File: src/rtl/wordle_scorer.sv
// wordle_scorer
// Scores a latched 5-letter guess against the word of the day in two passes:
// an exact-match pass (one position per clock) and then a present-elsewhere
// pass (one guess/answer letter pair per clock). Duplicate letters score as
// in the real game. Latency does not depend on the data.
//
// Ports
//   Clk     system clock
//   reset   asynchronous, active-high reset
//   Start   request to score; sampled only while idle
//   guess   guessed word, letter 0 in the top LW bits
//   answer  word of the day, same packing
//   busy    high from the accepting edge through the done cycle
//   done    one-cycle pulse; score and win are valid
//   score   2 bits per letter, letter 0 in the top bits
//           (00 gray, 01 yellow, 10 green)
//   win     every letter green; held until the next accepted Start
//
// state    | meaning
// S_IDLE   | waiting for Start; the last result stays on score/win
// S_GREEN  | exact-match pass, position i
// S_YELLOW | present-elsewhere pass, guess letter i against answer letter j
// S_DONE   | one-cycle done pulse
module wordle_scorer #(
    parameter int N  = 5,
    parameter int LW = 8
) (
    input  logic            Clk,
    input  logic            reset,
    input  logic            Start,
    input  logic [N*LW-1:0] guess,
    input  logic [N*LW-1:0] answer,
    output logic            busy,
    output logic            done,
    output logic [2*N-1:0]  score,
    output logic            win
);

    localparam int IW = (N > 1) ? $clog2(N) : 1;
    localparam logic [IW-1:0] LAST = IW'(N - 1);

    localparam logic [1:0] GRAY   = 2'b00;
    localparam logic [1:0] YELLOW = 2'b01;
    localparam logic [1:0] GREEN  = 2'b10;

    typedef enum logic [1:0] {S_IDLE, S_GREEN, S_YELLOW, S_DONE} state_t;

    state_t          state_q, state_d;
    logic [N*LW-1:0] g_q, g_d;
    logic [N*LW-1:0] a_q, a_d;
    logic [1:0]      sc_q [N];
    logic [1:0]      sc_d [N];
    logic [N-1:0]    used_q, used_d;
    logic [IW-1:0]   i_q, i_d;
    logic [IW-1:0]   j_q, j_d;
    logic            win_q, win_d;

    logic [LW-1:0]   g_let [N];
    logic [LW-1:0]   a_let [N];
    logic            all_green;

    always_comb begin
        for (int k = 0; k < N; k++) begin
            g_let[k] = g_q[(N-1-k)*LW +: LW];
            a_let[k] = a_q[(N-1-k)*LW +: LW];
        end
    end

    // The yellow pass only ever turns gray into yellow, so the green set is
    // final once the exact-match pass ends and can be judged from sc_q.
    always_comb begin
        all_green = 1'b1;
        for (int k = 0; k < N; k++) begin
            if (sc_q[k] != GREEN) all_green = 1'b0;
        end
    end

    always_comb begin
        state_d = state_q;
        g_d     = g_q;
        a_d     = a_q;
        sc_d    = sc_q;
        used_d  = used_q;
        i_d     = i_q;
        j_d     = j_q;
        win_d   = win_q;

        case (state_q)
            S_IDLE: begin
                if (Start) begin
                    g_d     = guess;
                    a_d     = answer;
                    sc_d    = '{default: GRAY};
                    used_d  = '0;
                    win_d   = 1'b0;
                    i_d     = '0;
                    j_d     = '0;
                    state_d = S_GREEN;
                end
            end
            S_GREEN: begin
                if (g_let[i_q] == a_let[i_q]) begin
                    sc_d[i_q]   = GREEN;
                    used_d[i_q] = 1'b1;
                end
                if (i_q == LAST) begin
                    i_d     = '0;
                    j_d     = '0;
                    state_d = S_YELLOW;
                end else begin
                    i_d = i_q + 1'b1;
                end
            end
            S_YELLOW: begin
                // Once a letter is yellow its field is no longer gray, so later
                // j for the same i cannot claim a second answer letter.
                if (sc_q[i_q] == GRAY && !used_q[j_q] &&
                    g_let[i_q] == a_let[j_q]) begin
                    sc_d[i_q]   = YELLOW;
                    used_d[j_q] = 1'b1;
                end
                if (j_q == LAST) begin
                    j_d = '0;
                    if (i_q == LAST) begin
                        win_d   = all_green;
                        state_d = S_DONE;
                    end else begin
                        i_d = i_q + 1'b1;
                    end
                end else begin
                    j_d = j_q + 1'b1;
                end
            end
            S_DONE: begin
                state_d = S_IDLE;
            end
            default: begin
                state_d = S_IDLE;
            end
        endcase
    end

    always_ff @(posedge Clk or posedge reset) begin
        if (reset) begin
            state_q <= S_IDLE;
            g_q     <= '0;
            a_q     <= '0;
            sc_q    <= '{default: GRAY};
            used_q  <= '0;
            i_q     <= '0;
            j_q     <= '0;
            win_q   <= 1'b0;
        end else begin
            state_q <= state_d;
            g_q     <= g_d;
            a_q     <= a_d;
            sc_q    <= sc_d;
            used_q  <= used_d;
            i_q     <= i_d;
            j_q     <= j_d;
            win_q   <= win_d;
        end
    end

    always_comb begin
        score = '0;
        for (int k = 0; k < N; k++) begin
            score[2*(N-1-k) +: 2] = sc_q[k];
        end
    end

    assign busy = (state_q != S_IDLE);
    assign done = (state_q == S_DONE);
    assign win  = win_q;

endmodule

File: config.mk
export PLATFORM = sky130hd
export DESIGN_NAME = wordle_scorer
export DESIGN_NICKNAME = d
export VERILOG_FILES = /design/src/rtl/wordle_scorer.sv
export SDC_FILE = /design/constraint.sdc
export NUM_CORES = 1
export LEC_CHECK = 0
export BUFFER_PORTS_ARGS = -buffer_cell sky130_fd_sc_hd__buf_4
export CAP_MARGIN = 20
export CORE_ASPECT_RATIO = 1.2
export CORE_MARGIN = 4
export CORE_UTILIZATION = 55
export CTS_CLUSTER_SIZE = 12
export DETAILED_ROUTE_END_ITERATION = 6
export PLACE_DENSITY = 0.78
export SYNTH_ARGS = -nofsm -noshare
export SYNTH_HDL_FRONTEND = slang
export SYNTH_SLANG_ARGS = --single-unit
File: constraint.sdc
create_clock -name Clk -period 5.2 [get_ports Clk]
set_input_delay 0.26 -clock Clk [delete_from_list [all_inputs] [get_ports Clk]]
set_output_delay 0.26 -clock Clk [all_outputs]
set_load 0.01 [all_outputs]
# --- After elaboration in Yosys (flattened, before gate mapping) ---
# Index checks and enable logic that the tools add are counted.
op_classes:
  eq_ne: 19
  bitwise_logic: 10
  order_cmp: 7
  add_sub_neg: 2
  reduce_logical: 17
  muxes: 50
op_table:
  columns: ["op", "n"]
  rows:
  - ["binary-select mux 8 bit (select 3 bit)", 3]
  - ["2-to-1 mux 8 bit", 6]
  - ["2-to-1 mux 10 bit", 3]
  - ["one-hot mux 10 bit (3 select lines)", 1]
  - ["!= test 2 bit (second input constant)", 12]
  - ["OR 5 bit", 4]
  - ["2-to-1 mux 3 bit", 6]
  - ["one-hot mux 3 bit (3 select lines)", 2]
  - ["== test 8 bit", 2]
  - ["AND reduction 4 bit", 4]
  - ["2-to-1 mux 5 bit", 3]
  - ["one-hot mux 5 bit (3 select lines)", 1]
  - ["2-to-1 mux 2 bit", 7]
  - ["2-to-1 mux 1 bit", 11]
  - ["AND 5 bit", 2]
  - ["inverter 5 bit", 2]
  - ["greater-or-equal comparator 4 bit (second input constant)", 2]
  - ["< comparator 3 x 4 -> 1 bit (second input constant)", 2]
  - ["inverter 3 -> 4 bit", 2]
  - ["one-hot mux 2 bit (4 select lines)", 1]
  - ["adder 3 x 1 -> 3 bit (second input constant)", 2]
  - ["binary-select mux 2 bit (select 3 bit)", 1]
  - ["demux 1 bit (select 3 bit)", 2]
  - ["demux 2 bit (select 3 bit)", 1]
  - ["14 further kinds", 23]
word_totals:
  inputBits: 83
  output_inout_bits: 13
  register_bits: 104
  word_cells: 117

# --- Logic depth before layout (Yosys ltp) ---
# Gate-level depths: netlist (run 1).
logic_depth:
  depth_word: 9
  depth_mapped: 12
  depth_no_buf: 10

# --- Worst setup path after synthesis (run 1) ---
# No wires, ideal clock.
synth_path:
  kind: "flip-flop to flip-flop"
  start: "register i_q[0]"
  end: "register sc_q, in the netlist score[1]"
  setup_time_ps: 125
  stages_incl_launch_ff: 11
  n_path_buf: 3
  slack_ps: 2756
  period_less_slack_ps: 2444
  required_time_ps: 5075
  arrival_time_ps: 2318
  path_cell_list: "dfrtp_1 > buf_4 > or2_2 > clkbuf_1 > o22ai_1 > xor2_1 > or3_1 > o32ai_4 > buf_4 > o211ai_1 > o2bb2ai_1"
synth_via:
  elab_chain_len: 9
  elab_cells_between_ends: 29
  cone_classes: "order compare (2); eq/ne (4); mux (14); bitwise (4); reduce/logical (5)"
synth_lines:
  columns: ["item", "line_no", "text"]
  rows:
  - ["from (decl)", "54", "logic [IW-1:0] i_q, i_d;"]
  - ["from (signal assigned)", "159", "i_q <= i_d;"]
  - ["inverter 3 -> 4 bit (implied by the code) (*)", null, null]
  - ["greater-or-equal comparator 4 bit (implied by the code), or another cell as far along", "103, 119", null]
  - ["logical AND 1 bit (implied by the code) or 2-to-1 mux 2 bit (tied branches)", "103, 119, 117", null]
  - ["2-to-1 mux 2 bit, on equally long branches", "103, 119, 117", null]
  - ["demux 2 bit (select 3 bit) or zero test 2 bit (tied branches)", "103, 119, 117", null]
  - ["inverter 5 bit (no source line) or logical AND 1 bit (tied branches)", null, null]
  - ["AND 5 bit (no source line) or logical AND 1 bit (tied branches)", null, null]
  - ["2-to-1 mux 10 bit or != test 2 bit (tied branches)", null, null]
  - ["one-hot mux 10 bit (3 select lines) or AND reduction 4 bit (tied branches)", null, null]
  - ["to (signal assigned)", "148", "sc_q <= '{default: GRAY};"]
  - ["to (signal assigned)", "157", "sc_q <= sc_d;"]
  - ["to (decl)", "51", "logic [1:0] sc_q [N];"]
# Mark *: on every way between the ends. The rest lies on a longest branch, timed or not. The select of a mux whose other input is x is not followed.
# A chain may end at the register's enable or synchronous reset.

# --- Worst setup path after layout (run 1) ---
layout_path:
  start: "register i_q[2]"
  end: "register used_q[1]"
layout_via:
  elab_chain_len: 9
  elab_cells_between_ends: 26
  cone_classes: "order compare (2); eq/ne (4); mux (13); bitwise (2); reduce/logical (5)"
layout_lines:
  columns: ["item", "line_no", "text"]
  rows:
  - ["parallel branches: the longest is 9 deep, another holds binary-select mux 8 bit (select 3 bit)", null, null]
  - ["to (signal assigned)", "158", "used_q <= used_d;"]
  - ["to (decl)", "53", "logic [N-1:0] used_q, used_d;"]
# Parallel ways; which one is timed is not known. The select of a mux whose other input is x is not followed.

==> key figures, run 1 <==
Status
  – Outcome: finished, violations left
  – Failing checks: hold timing

Clock tree
  – TritonCTS clock tree: yes
  – Clk root buf: clkbuf_16
  – Latest clock arrival within the worst-skew pair: 0.35 ns
  – Cts repair resizes: 0
  – Htree depth: 3
  – Setup Buffers After CTS: 0
  – CTS Sinks: about 100
  – Clock Tree Buf Depth: 2
  – CTS clk-pin slew, worst paths: around 0.070 ns
  – CTS Hold Bufs: 0
  – CTS buffer count: 9

Worst setup path
  – Max FO, Critical Path: 33
  – Kind of critical path: flop to flop
  – FF-to-FF path depth: 7
  – Startpoint Class: flop
  – Cell breakdown of the critical path: nor3b_2 > a211oi_1 > xnor2_1 > o2111ai_1 > o32ai_4 > and2_1 > a21oi_1
  – Reg2reg start: i_q[2]$_DFFE_PP0P_
  – Slowest library cell on the worst path: dfrtp_1
  – Number of cells on the critical path: 7
  – CP peak stage delay: between 0.9 and 1 ns
  – R2R Path End: used_q[1]$_DFFE_PP0P_
  – Buf+Inv Stages, Crit Path: 0
  – Critical Path RT: 5.40 ns
  – Worst setup EP type: flop
  – Crit-path leading delay family: compound AO/OA/AOI/OAI gates
  – R2r setup slk: roughly 1.4 ns
  – Crit path DAT: 4.02 ns

Finish
  – Nets: around 700
  – Share of layout cells above drive strength 1: 35.03%
  – Antenna cells: 0
  – Layout area overhead: 17.96%
  – Fin cells: about 730
  – Design area: between 6000 and 7000 sq um

STA
  – Final Cycle Share: between 70% and 80%
  – Max frequency: 0.2624 GHz
  – Final min period: 3.811 ns
  – Max Slew Vio Count: 0
  – Final Skew: just under 0.007 ns
  – Final setup violation count: 0
  – Hold Worst Slack: -0.02150 ns
  – Fin. Hold Viols: 13
  – Fin worst setup slack: roughly 1.4 ns
  – RSZ-0062 raised after global routing: no
  – Max_slew headroom: between 30% and 40%
  – Slew @ Worst Pin: about 1.0 ns
  – Setup TNS: 0 ns

Drt
  – DRC viols: 0
  – Initial DRT Pass Iterations: 4
  – Drt total wl: approximately 14,000 microns
  – Routed WL per cell: 19.28 microns
  – Via count: ~4,400
  – Via density: around 6
  – Initial DRC count: between 200 and 300
  – Routed Antenna Nets: 0

Worst hold path
  – Tightest Hold Check Type: primary input to async pin

Global routing
  – Global Route Usage Sum: 23.56%
  – Initial antenna violation count: 0
  – Vias in the first global route: ~4,600
  – GRT overflow: 0
  – Global-route wire length before repair: around 23,000 microns
  – Largest net degree at the start of global routing: between 80 and 90
  – Met1 Use GR: between 20% and 30%
  – Met2 Usage GRT: around two fifths
  – Gr busiest metal: met2
  – Routing usage on met3: 4.155%

Synth
  – Synth top area share: approximately 45%
  – Area contributors post-synth: dfrtp_1 45%, mux2_2 17%, mux2i_1 6.4%
  – Sequential share of the synthesized area: between 40 and 50%
  – Cell count after synthesis: ~530
  – Mapped Area: roughly 5800 sq um
  – Asr flop ratio synth: 100.0%
  – Synth Register Bits: 104
  – Post-synth EDFFs: 0
  – Top cells by count, synth: 104 x dfrtp_1, 88 x mux2_2, 37 x mux2i_1, 35 x o21ai_0, 28 x nand2_1
  – Most common cell in the netlist: dfrtp_1
  – Synth cell types: approximately 50
  – Syn_area_per_cell: 11.01 sq um
  – Synth Net Count: 618
  – Ys flop type: dfrtp_1
  – Synth area leader: dfrtp_1
  – Ys Warns: 0

Die
  – Die H: 120.5 microns
  – Die area: between 10,000 and 15,000 sq um
  – Core ar.: around 10,000 sq um
  – I/O pins: 96
  – Starting Density: 57.11%
  – # rows: 40
  – Die Width: around 100 microns

Placed design
  – Setup WS pre-CTS: around 1.5 ns
  – Dpl hpwl: 10,320 microns
  – Dpl cells: approximately 720
  – Placed Instance Area: between 6000 and 7000 sq um
  – Buffers on Ports: 95
  – Final GP Congestion: around 0.90

Power and ir drop
  – Leak: just under 3 nW
  – Cell Pwr Density: 611.8 nW/um^2
  – VDD IR max: 0.3285 mV
  – Total Power: 0.004187 W

Job
  – Max-cap viol count: 0
## worst register-to-register path, cell delays in order, from the launching register on
cell and delay, ns:
dfrtp_1 0.94, nor3b_2 0.81, a211oi_1 0.27, xnor2_1 0.21, o2111ai_1 0.22, o32ai_4 0.65
and2_1 0.44, a21oi_1 0.14
## sequential cells by signal (all words and copies together), names as in the netlist
| name | count |
|---|---|
| g_let | 40 |
| score | 10 |
| j_q | 3 |
| used_q | 5 |
| state_q | 2 |
| a_let | 40 |
| win | 1 |
| i_q | 3 |
## power by group
part / leakage, nW / total [W] / internal (W) / switching (W)
logic: 1.51 / 0.00203 / 0.000969 / 0.00106
registers: 1.27 / 0.00146 / 0.00117 / 0.000288
clock network: 0.153 / 0.000694 / 0.000389 / 0.000305
## cells in the final DEF (no fill, tap or decap), types with 3 or more instances in the layout
cell,synthesis,final
nand2b_1,8,8
o2bb2ai_1,7,7
inv_1,12,11
nor2_1,21,21
a211o_1,4,4
xor2_1,4,4
o22ai_1,9,9
and3_1,3,3
dfrtp_1,104,104
a22oi_1,5,5
a21oi_1,26,26
xnor2_1,8,8
a31oi_1,7,7
nor3_1,7,7
mux2i_1,37,37
nand2_1,28,27
a211oi_1,5,5
nand3b_1,6,6
nand3_1,10,10
mux2_2,88,88
buf_4,4,99
o21ai_0,35,35
ha_1,8,8
o211ai_1,8,8
nand4_1,7,7
clkbuf_16,0,9
a21boi_0,4,4
nor2b_1,5,5
## per-layer routing
metal | up-vias | routed length (microns)
met1 | 2213 | 5823
met2 | 123 | 7414
met3 | 30 | 543
li1 | 2080 | -
met5 | - | 0
met4 | 0 | 367
## per-stage QoR
step,hold WS [ns],utilization [%]
detailed placement,0.3785,64.09
global route,0.01933,67.36
global placement,0.3694,64.09
floorplan,0.4106,-
CTS,0.001507,67.09
finish,-0.02150,67.36
## how the worst max path moves through the flow
stage / startpoint / to
after global routing: i_q[2]$_DFFE_PP0P_ / used_q[4]$_DFFE_PP0P_
after global placement: i_q[2]$_DFFE_PP0P_ / used_q[0]$_DFFE_PP0P_
after floorplan: reset / a_let[0]$_DFFE_PP0P_
final: i_q[2]$_DFFE_PP0P_ / used_q[1]$_DFFE_PP0P_
after CTS: i_q[2]$_DFFE_PP0P_ / used_q[1]$_DFFE_PP0P_
after detailed placement: i_q[2]$_DFFE_PP0P_ / used_q[1]$_DFFE_PP0P_
## final cells by class
type                       instances  area (sq um)
multi-input combinational        376          2960
sequential                       104          2603
clock inverter                     6         66.31
inverter                          12         47.55
timing repair buffer             100         770.7
clock buffer                      10         239.0
tap                              126         157.7
fill                             783          3316
## cell families (layout without fill, tap and decap cells)
group / after synthesis / after routing / share of synthesized area [%]
AO/OA/AOI/OAI: 124 / 124 / 13.85
XOR/XNOR: 12 / 12 / 1.812
adder cells (fa/ha/maj): 8 / 8 / 1.725
buffers and inverters: 47 / 128 / 4.248
flip-flops: 104 / 104 / 44.86
multiplexers: 128 / 128 / 24.43
AND/OR/NAND/NOR: 104 / 104 / 9.079
Note: power is estimated with default switching activity, not from simulation.
==> run 2: changes to the inputs <==
==> constraint.sdc (replaced) <==
create_clock -name Clk -period 3.8 [get_ports Clk]
set_input_delay 0.19 -clock Clk [delete_from_list [all_inputs] [get_ports Clk]]
set_output_delay 0.19 -clock Clk [all_outputs]
set_load 0.01 [all_outputs]
==> key figures, run 2 (synthesis results as in run 1) <==
Status
  – Outcome: complete, no violations (was finished, violations left)

Drt
  – Initial DRT Pass Iterations: 4 (unchanged)
  – Routed WL per cell: 19.72 microns (was 19.28 microns)
  – Routed Antenna Nets: 0 (unchanged)
  – Via count: 4,481 (was 4,446)
  – Drt total wl: 14,620 microns (was 14,150 microns)
  – Via density: 6.047 (was 6.057)
  – Initial DRC count: 204 (was 250)
  – DRC viols: 0 (unchanged)

STA
  – Fin. Hold Viols: 0 (was 13)
  – RSZ-0062 raised after global routing: no (unchanged)
  – Final setup violation count: 0 (unchanged)
  – Hold Worst Slack: 0.05657 ns (was -0.02150 ns)
  – Max Slew Vio Count: 0 (unchanged)
  – Final Cycle Share: 86.95% (was 73.29%)
  – Final min period: 3.304 ns (was 3.811 ns)
  – Max frequency: 0.3026 GHz (was 0.2624 GHz)
  – Final Skew: 0.004830 ns (was 0.006919 ns)
  – Max_slew headroom: 30.84% (was 30.58%)
  – Slew @ Worst Pin: 1.037 ns (was 1.041 ns)
  – Setup TNS: 0 ns (unchanged)

Finish
  – Antenna cells: 0 (unchanged)
  – Layout area overhead: 18.48% (was 17.96%)
  – Nets: 702 (was 694)
  – Most frequent cells in the layout: 107 x buf_4, 104 x dfrtp_1, 88 x mux2_2 (was 104 x dfrtp_1, 99 x buf_4, 88 x mux2_2)
  – Share of layout cells above drive strength 1: 35.77% (was 35.03%)
  – Most common cell after layout, fill and taps aside: buf_4 (was dfrtp_1)

Global routing
  – Initial antenna violation count: 0 (unchanged)
  – Vias in the first global route: 4,757 (was 4,554)
  – Global Route Usage Sum: 24.86% (was 23.56%)
  – GRT overflow: 0 (unchanged)
  – Global-route wire length before repair: 23,830 microns (was 22,630 microns)
  – Largest net degree at the start of global routing: 82 (unchanged)

Die
  – Die area: 12,260 sq um (unchanged)
  – Die H: 120.5 microns (unchanged)
  – Core ar.: 10,160 sq um (unchanged)
  – Die Width: 101.8 microns (unchanged)
  – I/O pins: 96 (unchanged)
  – # rows: 40 (unchanged)
  – Starting Density: 57.11% (unchanged)

Worst setup path
  – Reg2reg start: i_q[0]$_DFFE_PP0P_ (was i_q[2]$_DFFE_PP0P_)
  – Buf+Inv Stages, Crit Path: 0 (unchanged)
  – Cell breakdown of the critical path: mux2i_1 > nor3_1 > a211oi_1 > xnor2_1 > o2111ai_1 > o32ai_4 > and2_1 > a21oi_1 (was nor3b_2 > a211oi_1 > xnor2_1 > o2111ai_1 > o32ai_4 > and2_1 > a21oi_1)
  – Startpoint Class: flop (unchanged)
  – Start point of the critical path: i_q[0]$_DFFE_PP0P_ (was i_q[2]$_DFFE_PP0P_)
  – Critical Path RT: 4.01 ns (was 5.40 ns)
  – Kind of critical path: flop to flop (unchanged)
  – FF-to-FF path depth: 8 (was 7)
  – Slowest library cell on the worst path: dfrtp_1 (unchanged)
  – R2R Path End: used_q[0]$_DFFE_PP0P_ (was used_q[1]$_DFFE_PP0P_)
  – Max FO, Critical Path: 21 (was 33)
  – Crit path DAT: 3.51 ns (was 4.02 ns)
  – Crit-path leading delay family: compound AO/OA/AOI/OAI gates (unchanged)
  – Worst setup EP type: flop (unchanged)
  – CP peak stage delay: 0.88 ns (was 0.94 ns)
  – R2r setup slk: 0.50 ns (was 1.39 ns)

Placed design
  – Final GP Congestion: 0.8863 (was 0.9041)
  – Buffers on Ports: 95 (unchanged)
  – Dpl hpwl: 10,800 microns (was 10,320 microns)

Power and ir drop
  – Cell Pwr Density: 830.5 nW/um^2 (was 611.8 nW/um^2)
  – Leak: 2.953 nW (was 2.931 nW)
  – VDD IR max: 0.4159 mV (was 0.3285 mV)

Clock tree
  – Clk root buf: clkbuf_16 (unchanged)
  – CTS buffer count: 9 (unchanged)
  – TritonCTS clock tree: yes (unchanged)
  – CTS Hold Bufs: 0 (unchanged)
  – Latest clock arrival within the worst-skew pair: 0.35 ns (about the same)
  – Setup Buffers After CTS: 0 (unchanged)
  – Clock Tree Buf Depth: 2 (unchanged)
  – CTS clk-pin slew, worst paths: 0.07 ns (about the same)
  – Cts repair resizes: 0 (unchanged)
  – CTS Sinks: 104 (unchanged)
  – Htree depth: 3 (unchanged)

Worst hold path
  – Tightest Hold Check Type: primary input to async pin (unchanged)

Job
  – Max-cap viol count: 0 (unchanged)
run 2: cell count changes in the layout (fill, tap and decap cells not counted), sizes merged:
cell      delta
buf          +8
inv          -2
bufinv       -1
clkbuf       +1
clkinvlp     +1
run 2: layout make-up:
cell class,instances,area [sq um]
fill,769,3286
timing repair buffer,108,823.3
sequential,104,2603
clock buffer,11,252.7
clock inverter,4,30.03
tap,126,157.7
inverter,12,47.55
multi-input combinational,376,2960
run 2: per-stage QoR:
stage                     setup slack, ns  power, W  area (sq um)  instances  utilization [%]
after floorplan                    0.8778  0.004065          5802        527                -
after global placement             0.6877  0.004702          6591        726            64.88
after detailed placement           0.5449  0.004812          6591        726            64.88
after CTS                          0.4866  0.005706          6874        741            67.66
after global routing               0.1348  0.006083          6874        741            67.66
final                              0.4958  0.005709          6874        741            67.66
run 2: worst max-delay path by stage:
stage	slack [ns]	endpoint	depth (start not counted)
finish	0.50	used_q[0]$_DFFE_PP0P_	8
global route	0.13	used_q[4]$_DFFE_PP0P_	8
detailed placement	0.54	used_q[0]$_DFFE_PP0P_	8
CTS	0.49	used_q[0]$_DFFE_PP0P_	8
global placement	0.69	used_q[3]$_DFFE_PP0P_	8
floorplan	0.88	a_let[0]$_DFFE_PP0P_	1
run 2: power breakdown:
part / switching [W] / internal, W / total (W)
clock: 0.000412 / 0.000478 / 0.000890
combinational: 0.00140 / 0.00135 / 0.00274
sequential: 0.000470 / 0.00161 / 0.00208
total: 0.00228 / 0.00343 / 0.00571
run 2: worst register-to-register path, delay by kind of cell, from the launching register on:
kind	cells	cell delay, ns
compound gates	4	1.30
xor+xnor	1	0.18
flops	1	0.88
mux	1	0.31
simple gates	2	0.49
run 2: routing by layer:
layer / wire [microns] / up-vias / track usage (%)
li1: - / 2093 / -
met1: 5673 / 2198 / 29.98
met2: 7783 / 153 / 43.78
met3: 728 / 37 / 3.116
met4: 430 / 0 / 11.06
met5: 0 / - / 0
